File: src/rtl/ram_pkg.sv
// Shared RAM geometry, DMA state encoding and address-wrap helper.
package ram_pkg;

  localparam int RAM_WORDS = 3840;
  localparam int ADDR_W    = 12;
  localparam int DATA_W    = 16;

  typedef enum logic [1:0] {
    IDLE  = 2'd0,
    RUN   = 2'd1,
    FLUSH = 2'd2
  } dma_state_e;

  // Next word address; the RAM is not a power of two deep, so the last word wraps to 0.
  function automatic logic [ADDR_W-1:0] ptr_next(input logic [ADDR_W-1:0] p);
    return (p == ADDR_W'(RAM_WORDS - 1)) ? '0 : p + ADDR_W'(1);
  endfunction

endpackage

File: src/rtl/ram_arbiter.sv
// Single-port RAM arbiter between a CPU (priority, zero-latency reads) and a
// streaming DMA engine. The DMA is guaranteed a slot after STARVE_MAX
// consecutive denied cycles.
module ram_arbiter
  import ram_pkg::*;
#(
  parameter int STARVE_MAX = 4
) (
  input  logic               clk,
  input  logic               reset,
  input  logic               cpu_req,
  input  logic [15:0]        cpu_address,
  input  logic [DATA_W-1:0]  cpu_in,
  input  logic               cpu_load,
  output logic [DATA_W-1:0]  cpu_out,
  output logic               cpu_wait,
  input  logic               dma_start,
  input  logic [ADDR_W-1:0]  dma_base,
  input  logic [ADDR_W-1:0]  dma_len,
  input  logic               dma_write,
  input  logic [DATA_W-1:0]  dma_wdata,
  input  logic               dma_wvalid,
  output logic               dma_wready,
  output logic [DATA_W-1:0]  dma_rdata,
  output logic               dma_rvalid,
  input  logic               dma_rready,
  output logic               dma_busy,
  output logic               dma_done,
  output logic [15:0]        ram_address,
  output logic [DATA_W-1:0]  ram_in,
  output logic               ram_load,
  input  logic [DATA_W-1:0]  ram_out
);

  // Counter wide enough to hold STARVE_MAX (at least one bit even for 0).
  localparam int             SW         = $clog2(STARVE_MAX + 2);
  localparam logic [SW-1:0]  STARVE_LIM = SW'(STARVE_MAX);
  localparam int             PAD_W      = 16 - ADDR_W;

  dma_state_e          state_q, state_d;
  logic                cmd_write_q, cmd_write_d;
  logic [ADDR_W-1:0]   ptr_q, ptr_d;
  logic [ADDR_W-1:0]   remaining_q, remaining_d;
  logic [SW-1:0]       starve_cnt_q, starve_cnt_d;
  logic                rvalid_q, rvalid_d;
  logic [DATA_W-1:0]   rdata_q, rdata_d;
  logic                done_q, done_d;

  logic dma_want;
  logic dma_grant;
  logic cpu_grant;
  logic cpu_addr_unused;

  // The CPU address space is wider than the RAM; upper bits are ignored.
  assign cpu_addr_unused = ^cpu_address[15:ADDR_W];

  // Arbitration and RAM port steering, all combinational in the access cycle.
  always_comb begin
    dma_want    = 1'b0;
    dma_grant   = 1'b0;
    cpu_grant   = 1'b0;
    ram_address = '0;
    ram_in      = '0;
    ram_load    = 1'b0;

    if (state_q == RUN) begin
      dma_want = cmd_write_q ? dma_wvalid : (!rvalid_q || dma_rready);
    end
    dma_grant = dma_want && (!cpu_req || (starve_cnt_q == STARVE_LIM));
    cpu_grant = cpu_req && !dma_grant;

    if (dma_grant) begin
      ram_address = {{PAD_W{1'b0}}, ptr_q};
      ram_in      = dma_wdata;
      ram_load    = cmd_write_q;
    end else if (cpu_grant) begin
      ram_address = {{PAD_W{1'b0}}, cpu_address[ADDR_W-1:0]};
      ram_in      = cpu_in;
      ram_load    = cpu_load;
    end
  end

  assign cpu_wait   = cpu_req && dma_grant;
  assign cpu_out    = ram_out;
  assign dma_wready = dma_grant && cmd_write_q;
  assign dma_rdata  = rdata_q;
  assign dma_rvalid = rvalid_q;
  assign dma_done   = done_q;
  assign dma_busy   = (state_q != IDLE);

  // DMA command FSM, starvation counter and read-data holding register.
  always_comb begin
    state_d      = state_q;
    cmd_write_d  = cmd_write_q;
    ptr_d        = ptr_q;
    remaining_d  = remaining_q;
    starve_cnt_d = starve_cnt_q;
    rvalid_d     = rvalid_q;
    rdata_d      = rdata_q;
    done_d       = 1'b0;

    if (dma_grant || !dma_want) begin
      starve_cnt_d = '0;
    end else if (cpu_grant) begin
      starve_cnt_d = starve_cnt_q + SW'(1);
    end

    // A new word overwrites the holding register; rready only drains it when
    // nothing replaces it in the same cycle.
    if (dma_grant && !cmd_write_q) begin
      rvalid_d = 1'b1;
      rdata_d  = ram_out;
    end else if (dma_rready) begin
      rvalid_d = 1'b0;
    end

    case (state_q)
      IDLE: begin
        if (dma_start) begin
          if (dma_len == '0) begin
            done_d = 1'b1;
          end else begin
            ptr_d       = dma_base;
            remaining_d = dma_len;
            cmd_write_d = dma_write;
            state_d     = RUN;
          end
        end
      end
      RUN: begin
        if (dma_grant) begin
          ptr_d       = ptr_next(ptr_q);
          remaining_d = remaining_q - ADDR_W'(1);
          if (remaining_q == ADDR_W'(1)) begin
            // Reads still have the last word in the holding register.
            state_d = cmd_write_q ? IDLE : FLUSH;
            done_d  = cmd_write_q;
          end
        end
      end
      FLUSH: begin
        if (rvalid_q && dma_rready) begin
          state_d = IDLE;
          done_d  = 1'b1;
        end
      end
      default: state_d = IDLE;
    endcase
  end

  // State register with synchronous reset; reset aborts any transfer silently.
  always_ff @(posedge clk) begin
    if (reset) begin
      state_q      <= IDLE;
      cmd_write_q  <= 1'b0;
      ptr_q        <= '0;
      remaining_q  <= '0;
      starve_cnt_q <= '0;
      rvalid_q     <= 1'b0;
      rdata_q      <= '0;
      done_q       <= 1'b0;
    end else begin
      state_q      <= state_d;
      cmd_write_q  <= cmd_write_d;
      ptr_q        <= ptr_d;
      remaining_q  <= remaining_d;
      starve_cnt_q <= starve_cnt_d;
      rvalid_q     <= rvalid_d;
      rdata_q      <= rdata_d;
      done_q       <= done_d;
    end
  end

endmodule

File: config.mk
export PLATFORM = sky130hd
export DESIGN_NAME = ram_arbiter
export DESIGN_NICKNAME = d
export VERILOG_FILES = /design/src/rtl/ram_pkg.sv /design/src/rtl/ram_arbiter.sv
export SDC_FILE = /design/constraint.sdc
export NUM_CORES = 1
export LEC_CHECK = 0
export BUFFER_PORTS_ARGS = -buffer_cell sky130_fd_sc_hd__buf_2
export CORE_ASPECT_RATIO = 1.25
export CORE_MARGIN = 4
export CORE_UTILIZATION = 47
export CTS_BUF_LIST = sky130_fd_sc_hd__clkbuf_2 sky130_fd_sc_hd__clkbuf_4 sky130_fd_sc_hd__clkbuf_8
export CTS_CLUSTER_SIZE = 16
export DETAILED_ROUTE_END_ITERATION = 8
export PLACE_DENSITY = 0.83
export SLEW_MARGIN = 0
export SYNTH_ARGS = -nofsm -noshare
export SYNTH_HDL_FRONTEND = slang
export SYNTH_SLANG_ARGS = --single-unit
export TNS_END_PERCENT = 50
File: constraint.sdc
create_clock -name clk -period 2 [get_ports clk]
set_input_delay 0.1 -clock clk [delete_from_list [all_inputs] [get_ports clk]]
set_output_delay 0.1 -clock clk [all_outputs]
set_load 0.005 [all_outputs]
==> impl_results.md <==
- Crit-path leading delay family: buffers and inverters
- Final setup fails: 4
- CTS tree: done
- Register bit total from synthesis: 48
- GRT Util Overall: 0.2392
- Top-count cell post-synth: nand2_1
- Async SR Flop Fraction: 0
- Die ar.: 0.007989 sq mm
- Crit-path cells: inv_2 > ha_4 > a21boi_4 > nor4b_4 > buf_4 > buf_8 > buf_12 > nand2_1 > o21ai_1 > buf_2
- Min Clock Period, post-route: 2035 ps
- Footprint of the multi-input gates: 0.001913 sq mm
- Initial antenna violation count: 0
- Max cap viols: 0
- Clock Pin Slew Worst Setup and Hold Paths: 90 ps
- H-tree depth: 2
- Post-Route Utilization: 0.6973
- ANT cells: 0
- Fillers: 530
- Total congestion overflow: 0
- Unrepaired setup endpoints after global routing: true
- Slowest CP cell: dfxtp_2
- Worst-Skew Late Latency: 310 ps
- Final #Nets: 689
- Top_reg_cell synth: dfxtp_1
- Non-filler cells, final: 674
- Vias in the first global route: 3,364
- Setup Skew: 5.309 ps
- Die Y: 98.94 microns
- CTS root buf: clkbuf_8
- Worst-Margin Slew: 668.2 ps
- Dpl cell area: 0.003985 sq mm
- Global-route wire length before repair: 15.42 mm
- Synth cell count leaders: 87 x nand2_1, 48 x dfxtp_1, 40 x o21ai_0
- CP peak stage delay: 340 ps
- Arrival time worst endpoint: 1930 ps
- Setup ws final: -34.58 ps
- Max_slew headroom: 0.5546
- Area delta synth->final: 40.97%
- Worst EP required: 1900 ps
- Vias: 3,648
- Register area: 963.4 sq um
- DRT iter0 DRCs: 330
- Status: complete, but fails checks
- CP Launch Type: flop
- Buf/Inv on CP: 5
- Vias per inst: 5.412
- Synthesized instance count: 428
- Power Density: 605.9 mW/mm^2
- Post-synth top area share: 0.3091
- Peak VDD IR: 0.4114 mV
- Synthesis Warnings: 0
- Worst slack, placed: 35.84 ps
- Sink Count: 48
- Non-Filler Cell Area, Final: 0.004383 sq mm
- Cell Rows: 32
- Sequential fraction of the synthesis area: 0.3091
- Worst setup path class: reg2out
- Number of synthesized flops with an enable pin: 0
- Hold Path Class: in2reg
- Largest net degree at the start of global routing: 37
- Fin. max-slew vios: 0
- Critical Path End Type: primary output
- Initial DRT Pass Iterations: 5
- GP Congestion: 0.8994
- Layout cells sized above 1: 0.3973
- CTS Buf Count: 5
- Core area: 0.006286 sq mm
- Fmax: 491.5 MHz
- Top cells by area, synth: dfxtp_1 31%, nand2_1 11%, o21ai_0 6.4%
- WL/cell: 15.43 microns
- Violated checks: negative setup slack
- Mapped Area: 0.003109 sq mm
- Die Wd: 80.75 microns
- Routed Antenna Nets: 0
- Post-Route WL: 10.40 mm
- Worst Path Max Fanout: 9
- Syn avg cell area: 7.265 sq um
- I/O Buffers: 157
- Total power: 2.655 mW
- Final number of hold-violating endpoints: 0
- DP HPWL: 7.494 mm
- Area leader, netlist: dfxtp_1
- Io pins: 166
- Yosys cell types: 54
- Final period utilization: 1.017
- Initial Utilization: 0.4946
- Placed Cells: 655
- P_leak: 2.028 nW
- Drt drc: 0
- CTS Buffer Depth: 2
[layout by cell type, fill, tap and decap left out, types with 3 or more instances in the layout]
cell,instances
ha_1,4
nand2_1,84
o21ai_1,19
o21ai_2,3
nand2b_1,7
clkbuf_8,5
and3_1,3
nand3_1,14
buf_2,157
buf_4,29
a31oi_1,4
nor3b_1,3
clkbuf_16,4
and2_1,3
o21ai_0,20
nor3_1,9
inv_1,9
nor2_1,39
o22ai_1,3
nor4_1,8
o32ai_1,4
nand2_2,3
buf_12,3
o31ai_1,3
nor2b_1,3
conb_1,4
dfxtp_1,46
mux2i_1,17
a211oi_1,4
a21oi_1,26
[power by group]
part	internal (mW)	switching, mW	total [mW]
Combinational	0.405	0.421	0.826
Sequential	1.02	0.0703	1.09
Clock	0.377	0.362	0.739
Total	1.80	0.853	2.66
[layer usage]
| metal | up-vias | part of all wire | GRT usage |
|---|---|---|---|
| met5 | - | 0 | 0 |
| met3 | 20 | 0.11 | 0.05850 |
| met1 | 1661 | 0.38 | 0.2776 |
| met4 | 0 | 0.020 | 0.07672 |
| li1 | 1784 | - | - |
| met2 | 183 | 0.49 | 0.4241 |
[sequential cells by signal, summed over array words and instances, names as in the netlist]
signal        flops
ptr_q            12
dma_rdata        16
remaining_q      12
starve_cnt_q      3
dma_rvalid        1
cmd_write_q       1
state_q           2
dma_done          1
[kinds of logic (layout without fill, tap and decap cells)]
kind of cell             count (synthesis)  after routing  share of synthesized area
AND/OR/NAND/NOR                        193            193                     0.2905
AO/OA/AOI/OAI                          104            104                     0.2093
buffers and inverters                   59            217                     0.1115
flip-flops                              48             48                     0.3091
multiplexers                            18             18                    0.05835
adder cells (fa/ha/maj)                  5              5                    0.02012
other                                    1              4                   0.001206
[per-stage QoR]
stage / TNS (ps) / hold slack (ps)
6_report: -69.36 / 32.08
5_1_grt: -2481 / 51.97
4_1_cts: 0 / 25.74
3_5_place_dp: 0 / 356.1
3_3_place_gp: 0 / 341.2
2_1_floorplan: 0 / 247.2
[final cells by class]
type,count,area share
Multi-Input combinational cell,324,0.4365
Timing Repair Buffer,198,0.2838
Sequential cell,48,0.2198
Tap cell,85,0.02426
Clock buffer,5,0.01570
Clock inverter,3,0.01056
Inverter,11,0.009421
[path summary, 6_finish.rpt]
path	startpoint	endpoint	slack, ps	depth (start not counted)
max	starve_cnt_q[1]	ram_address[8]	-30	10
min	ram_out[4]	dma_rdata[4]	30	3
max reg2reg	starve_cnt_q[1]	remaining_q[10]	0	11
min reg2reg	remaining_q[7]	remaining_q[7]	490	2
[tightest hold or removal path: cells and delay by family]
kind          cells  cell delay (ps)
simple gates      1               70
buf+inv           1               80
mux               1               60
[repair_timing]
item | 4_1_cts | 5_1_grt
gates cloned | 2 | 5
endpoints found under the setup margin | 30 | 39
buffers inserted | 3 | 2
gates resized for setup | 14 | 37
pin swaps | 3 | 3
hold buffers | 0 | 0
(Power assumes the default switching activity.)
